==> src/rtl/uart_tx_arbiter.sv <==
// Two-source arbiter in front of uart_tx: one grant per frame, channel tag in bit 7,
// burst limit keeps the priority channel from starving the other one.
//
// state       | meaning
// ------------+------------------------------------------------------------
// S_IDLE      | waiting for uart_tx idle and a valid request; grants here
// S_START     | one-cycle start pulse to uart_tx
// S_WAIT_BUSY | waiting for uart_tx to report busy (ready low)
// S_WAIT_DONE | waiting for uart_tx to return to idle (ready high)
module uart_tx_arbiter #(
    parameter int BURST_MAX = 4,
    parameter int PRIO      = 1
) (
    input  logic       i_clk,
    input  logic       i_reset,
    input  logic       i_p_valid,
    input  logic [6:0] i_p_dat,
    output logic       o_p_ready,
    input  logic       i_d_valid,
    input  logic [6:0] i_d_dat,
    output logic       o_d_ready,
    output logic [7:0] o_tx_dat,
    output logic       o_tx_start,
    input  logic       i_tx_ready,
    output logic       o_busy,
    output logic       o_last_grant
);

    localparam int               CNT_W   = $clog2(BURST_MAX + 1);
    localparam logic [CNT_W-1:0] CNT_MAX = CNT_W'(BURST_MAX);
    localparam logic [CNT_W-1:0] CNT_ONE = CNT_W'(1);
    localparam logic             PRIO_CH = (PRIO != 0);

    localparam logic [1:0] S_IDLE      = 2'd0;
    localparam logic [1:0] S_START     = 2'd1;
    localparam logic [1:0] S_WAIT_BUSY = 2'd2;
    localparam logic [1:0] S_WAIT_DONE = 2'd3;

    logic [1:0]       state_q, state_d;
    logic [7:0]       tx_dat_q, tx_dat_d;
    logic             last_q, last_d;
    logic [CNT_W-1:0] cnt_q, cnt_d;

    logic grant_en;
    logic grant_ch;
    logic burst_hit;

    // Grant selection; ready is gated by reset so a reset cycle never consumes a byte.
    always_comb begin
        burst_hit = (last_q == PRIO_CH) && (cnt_q >= CNT_MAX);
        grant_en  = (state_q == S_IDLE) && i_tx_ready && (i_p_valid || i_d_valid) && !i_reset;
        if (i_p_valid && i_d_valid) begin
            grant_ch = burst_hit ? ~PRIO_CH : PRIO_CH;
        end else begin
            grant_ch = i_p_valid;
        end
    end

    always_comb begin
        state_d  = state_q;
        tx_dat_d = tx_dat_q;
        last_d   = last_q;
        cnt_d    = cnt_q;
        case (state_q)
            S_IDLE: begin
                if (grant_en) begin
                    state_d  = S_START;
                    tx_dat_d = {grant_ch, (grant_ch ? i_p_dat : i_d_dat)};
                    last_d   = grant_ch;
                    if (grant_ch == last_q) begin
                        cnt_d = (cnt_q >= CNT_MAX) ? CNT_MAX : cnt_q + CNT_ONE;
                    end else begin
                        cnt_d = CNT_ONE;
                    end
                end
            end
            S_START: begin
                state_d = S_WAIT_BUSY;
            end
            S_WAIT_BUSY: begin
                if (!i_tx_ready) begin
                    state_d = S_WAIT_DONE;
                end
            end
            S_WAIT_DONE: begin
                if (i_tx_ready) begin
                    state_d = S_IDLE;
                end
            end
            default: begin
                state_d = S_IDLE;
            end
        endcase
    end

    always_ff @(posedge i_clk) begin
        if (i_reset) begin
            state_q  <= S_IDLE;
            tx_dat_q <= 8'h00;
            last_q   <= ~PRIO_CH;
            cnt_q    <= '0;
        end else begin
            state_q  <= state_d;
            tx_dat_q <= tx_dat_d;
            last_q   <= last_d;
            cnt_q    <= cnt_d;
        end
    end

    assign o_p_ready    = grant_en & grant_ch;
    assign o_d_ready    = grant_en & ~grant_ch;
    assign o_tx_dat     = tx_dat_q;
    assign o_tx_start   = (state_q == S_START);
    assign o_busy       = (state_q != S_IDLE);
    assign o_last_grant = last_q;

endmodule

==> config.mk <==
export PLATFORM = sky130hd
export DESIGN_NAME = uart_tx_arbiter
export DESIGN_NICKNAME = d
export VERILOG_FILES = /design/src/rtl/uart_tx_arbiter.sv
export SDC_FILE = /design/constraint.sdc
export NUM_CORES = 1
export LEC_CHECK = 0
export ABC_AREA = 0
export BUFFER_PORTS_ARGS = -buffer_cell sky130_fd_sc_hd__buf_2
export CORE_UTILIZATION = 49
export CTS_CLUSTER_DIAMETER = 150
export DETAILED_ROUTE_END_ITERATION = 8
export PLACE_DENSITY_LB_ADDON = 0.08
export SLEW_MARGIN = 10
export SYNTH_ARGS = -nofsm -noshare
export SYNTH_HDL_FRONTEND = slang
export SYNTH_SLANG_ARGS = --single-unit
export TNS_END_PERCENT = 1
==> constraint.sdc <==
create_clock -name i_clk -period 3.42 [get_ports i_clk]
set_clock_uncertainty 0.05 [all_clocks]
set_input_delay 0.342 -clock i_clk [delete_from_list [all_inputs] [get_ports i_clk]]
set_output_delay 0.342 -clock i_clk [all_outputs]
set_load 0.005 [all_outputs]
## Word-level counts from Yosys, hierarchy flattened

Index checks and enable logic that the tools add are counted.

| word-level totals | value |
|---|---|
| output and inout port bits | 13 |
| word-level logic and storage cells | 36 |
| flip-flop bits (word level) | 14 |

| cells by class | value |
|---|---|
| bitwise logic cells | 3 |
| order comparisons | 1 |
| add/subtract/negate cells | 1 |
| muxes and demuxes | 9 |
| reductions and logical operators | 11 |
| eq/ne operators | 7 |

Operator list:

| cell | count |
|---|---|
| 2-bit one-hot mux with 4 select lines | 1 |
| 7-bit 2-to-1 mux | 1 |
| 2-bit 2-to-1 mux | 3 |
| 3-bit 2-to-1 mux | 2 |
| 2-bit inequality test, second input constant | 3 |
| 1-bit logical AND | 5 |
| 2-bit equality test, second input constant | 2 |
| 3-bit by 1-bit adder with 3-bit output, second input constant | 1 |
| 3-bit greater-or-equal comparator, second input constant | 1 |
| 3-bit AND reduction | 1 |
| 1-bit AND | 2 |
| 2-bit by 1-bit equality test with 1-bit output, second input constant | 1 |
| 2-bit logical NOT | 1 |
| 1-bit 2-to-1 mux | 2 |
| 2-bit AND reduction | 1 |
| 2-bit nonzero test | 1 |
| 1-bit equality test | 1 |
| 1-bit logical NOT | 1 |
| 1-bit logical OR | 1 |
| 1-bit inverter | 1 |

## Logic depth before layout (Yosys ltp)

| logic depth | value |
|---|---|
| depth in word-level cells | 6 |
| depth in mapped cells | 6 |
| gate-level depth less buffers | 5 |

## Worst setup path before layout

OpenSTA, ideal clock, no wires.

| timing path | value |
|---|---|
| kind | register -> output |
| from | register state_q[0] |
| to | output o_p_ready |
| stages on the path, launching flop included | 6 |
| required time | 3028 ps |
| arrival | 1076 ps |
| path slack | 1952 ps |
| cell sequence | dfxtp_1 -> inv_1 -> ha_1 -> o2111a_2 -> nand3_1 -> inv_1 |

| between the ends | value |
|---|---|
| word-level cells in the longest chain between the ends | 5 |

Ends and longest elaborated chain:

| item | line | text |
|---|---|---|
| start, declared | 39 | `logic [1:0] state_q, state_d;` |
| start signal, assigned | 103 | `state_q <= state_d;` |
| 2-bit logical NOT | 51 | `grant_en = (state_q == S_IDLE) && i_tx_ready && (i_p_valid \|\| i_d_valid) && !i_reset;` |
| 1-bit logical AND (3 in series) | 51 |  |
| 1-bit AND | 110 | `assign o_p_ready = grant_en & grant_ch;` |
| end, declared | 18 | `output logic o_p_ready,` |

No other way between the ends.

## Final worst setup path

Ends and elaborated chain as after synthesis.

==> impl_metrics.ini <==
[run_status]
status = complete, no violations

[timing]
maxSlewHeadroom = 0.779
finalHoldViolCount = 0
fmaxAchievable_mhz = 475
timing.hold.ws_ps = 272
setup_viol = 0
rsz0062_at_grt = false
period_minus_slack_ps = 2110
post-route-period-util = 0.616
worstMarginPinSlew_ps = 331
slew_violations = 0
setup-tns-final_ps = 0

[detailed_routing]
first_pass_iters = 2
vias_per_cell = 5.13
wl_per_cell_um = 11.0
via_count = 641
drt-initial-drc-count = 3
ant_nets = 0
drt-total-wl_mm = 1.38
remaining_drc_errors = 0

[logic_synthesis]
synth_edf_count = 0
synth_mux_area_frac = 0.105
synth_area_leaders = dfxtp_1 (34%), mux2i_1 (11%), ha_1 (9.9%)
syn_area_per_cell_sq_um = 9.65
ys_seq_area_frac = 0.342
async_flop_share = 0
syn_nets = 104
yosysMostFrequentCell = dfxtp_1
yosys.cell_types.count = 29
yosys.area.top_type = dfxtp_1
post_synth_fa_ha_maj_area_fraction = 0.0985
synth_top_family_by_area = compound AO/OA/AOI/OAI gates
synthTopCellsByCount = dfxtp_1 (13), a21oi_1 (8), mux2i_1 (8)
synth_compound_area_frac = 0.268
yosys_warnings = 0
synth_top_area_share = 0.342
synth_flop_cell = dfxtp_1
synth-xor-area-share = 0
syn_inst = 79
synth_seq_cells = 13
synth_area_sq_um = 762
yosys.area_share.simple = 0.108

[final_layout]
drive_gt1_frac = 0.436
diodes = 0
fin_util = 0.679
nNetsFinal = 136
nFillCells = 129
area_growth_pct = 21.8

[clock_tree]
ctsResizeCount = 0
cts_buffers = 3
clk_pin_slew_ps = 80
clk_path_buf_depth = 2
cts_root_buffer = clkbuf_4
clock_sinks = 13
htreeDepth = 1
worstSkewPairLatency_ps = 260
cts_setup_buffers = 0
cts_hold_buffers = 0
tritoncts = done

[power_and_ir_drop]
internal_power_uw = 302
max-vdd-ir-drop_mv = 0.295
comb_power_share = 0.366
p_sw_uw = 152
power_frac_clock = 0.205
seqPwrFrac = 0.430
powerDensity_nw_per_um2 = 490
p_sw_frac = 0.335
power.leakage_uw = 0.000455

[grt]
overflow = 0
grt_usage = 0.177
grt_pass1_vias = 605
grt_max_degree = 18
grt_pass1_wl_mm = 2.48
antenna_found_initial = 0

[worst_setup_path]
crit_path_end_kind = output pin
timing.rr.end = cnt_q[2]$_SDFFE_PP0P_
start_kind = flop
startpoint = state_q[0]$_SDFFE_PP0P_
worstSetupPathType = flop to output pin
rr_startpoint = state_q[0]$_SDFFE_PP0P_
r2r_slack_ps = 1850
rr_worst_depth = 5
cp_max_fo = 17
crit_arrival_ps = 1720
critPathRequiredTime_ps = 3030
endpoint = o_p_ready

[floorplanning]
coreArea_sq_um = 1370
die_y_um = 41.4
dieArea_sq_um = 1720
die_w_um = 41.4
start_util = 0.558
fp-row-count = 13
io_pins = 32

[min_path]
min_path_type = primary input to flop

[placed_design]
place_congestion = 0.765
io_buffers = 31
place_hpwl_mm = 1.08

[job]
drv_cap = 0
cell usage in the layout (no fill, tap or decap), types with 2 or more instances in the layout:
cell type,n
buf_2,31
dfxtp_1,13
a21oi_1,8
mux2i_1,8
inv_1,6
ha_1,6
nand2_1,4
a21oi_2,3
nor2_1,3
o21ai_0,3
clkbuf_4,3
o21ai_2,2
nor2b_1,2
a221oi_2,2
o21ai_1,2
worst min path at each step:
stage / from / to / slack [ps] / cells after the start
4_1_cts: i_reset / cnt_q[2]$_SDFFE_PP0P_ / 270 / 2
3_5_place_dp: state_q[1]$_SDFFE_PP0P_ / state_q[1]$_SDFFE_PP0P_ / 450 / 2
6_report: i_reset / cnt_q[2]$_SDFFE_PP0P_ / 270 / 2
2_1_floorplan: i_reset / cnt_q[2]$_SDFFE_PP0P_ / 360 / 1
3_3_place_gp: state_q[1]$_SDFFE_PP0P_ / state_q[1]$_SDFFE_PP0P_ / 440 / 2
5_1_grt: i_reset / cnt_q[2]$_SDFFE_PP0P_ / 260 / 2
critical path, stage by stage (launching register included):
cell and delay [ps]:
dfxtp_1 340, inv_1 80, ha_1 260, o2111a_2 450, nand3_1 150, inv_1 70, buf_2 100
registers in the layout, summed over array words and instances, names as in the netlist:
name,count
o_tx_dat,8
cnt_q,3
state_q,2
routing by layer:
layer | vias up | wire length (um) | track usage
met1 | 281 | 691 | 0.233
met4 | 0 | 0 | 0.0258
met5 | - | 0 | 0
met3 | 0 | 53 | 0.0565
met2 | 16 | 632 | 0.288
li1 | 344 | - | -
power by group through the flow:
stage	Sequential (uW)	Combinational [uW]	Clock, uW
after detailed placement	199	167	0
final	195	166	93.0
after global routing	200	186	104
after floorplan	199	118	0
after global placement	198	165	0
after CTS	196	168	95.3
area by class of cell:
class / instances / area, sq um / area share
multi-input combinational: 55 / 442 / 0.476
sequential: 13 / 260 / 0.280
timing repair buffer: 31 / 155 / 0.167
clock buffer: 4 / 26.3 / 0.0283
inverter: 7 / 26.3 / 0.0283
tap: 15 / 18.8 / 0.0202
stage by stage:
step                      cell area (sq um)  std cells  setup slack [ps]  total power (uW)
after floorplan                         762         79              1950               317
after global placement                  902        121              1590               363
after detailed placement                902        121              1570               367
after CTS                               928        125              1290               459
after global routing                    928        125              1130               490
final                                   928        125              1310               454
logic make-up after synthesis:
family          Yosys count
compound gates           26
fa+ha+maj                 6
buf+inv                  11
flops                    13
mux                       8
simple gates             15
(Power assumes the default switching activity.)
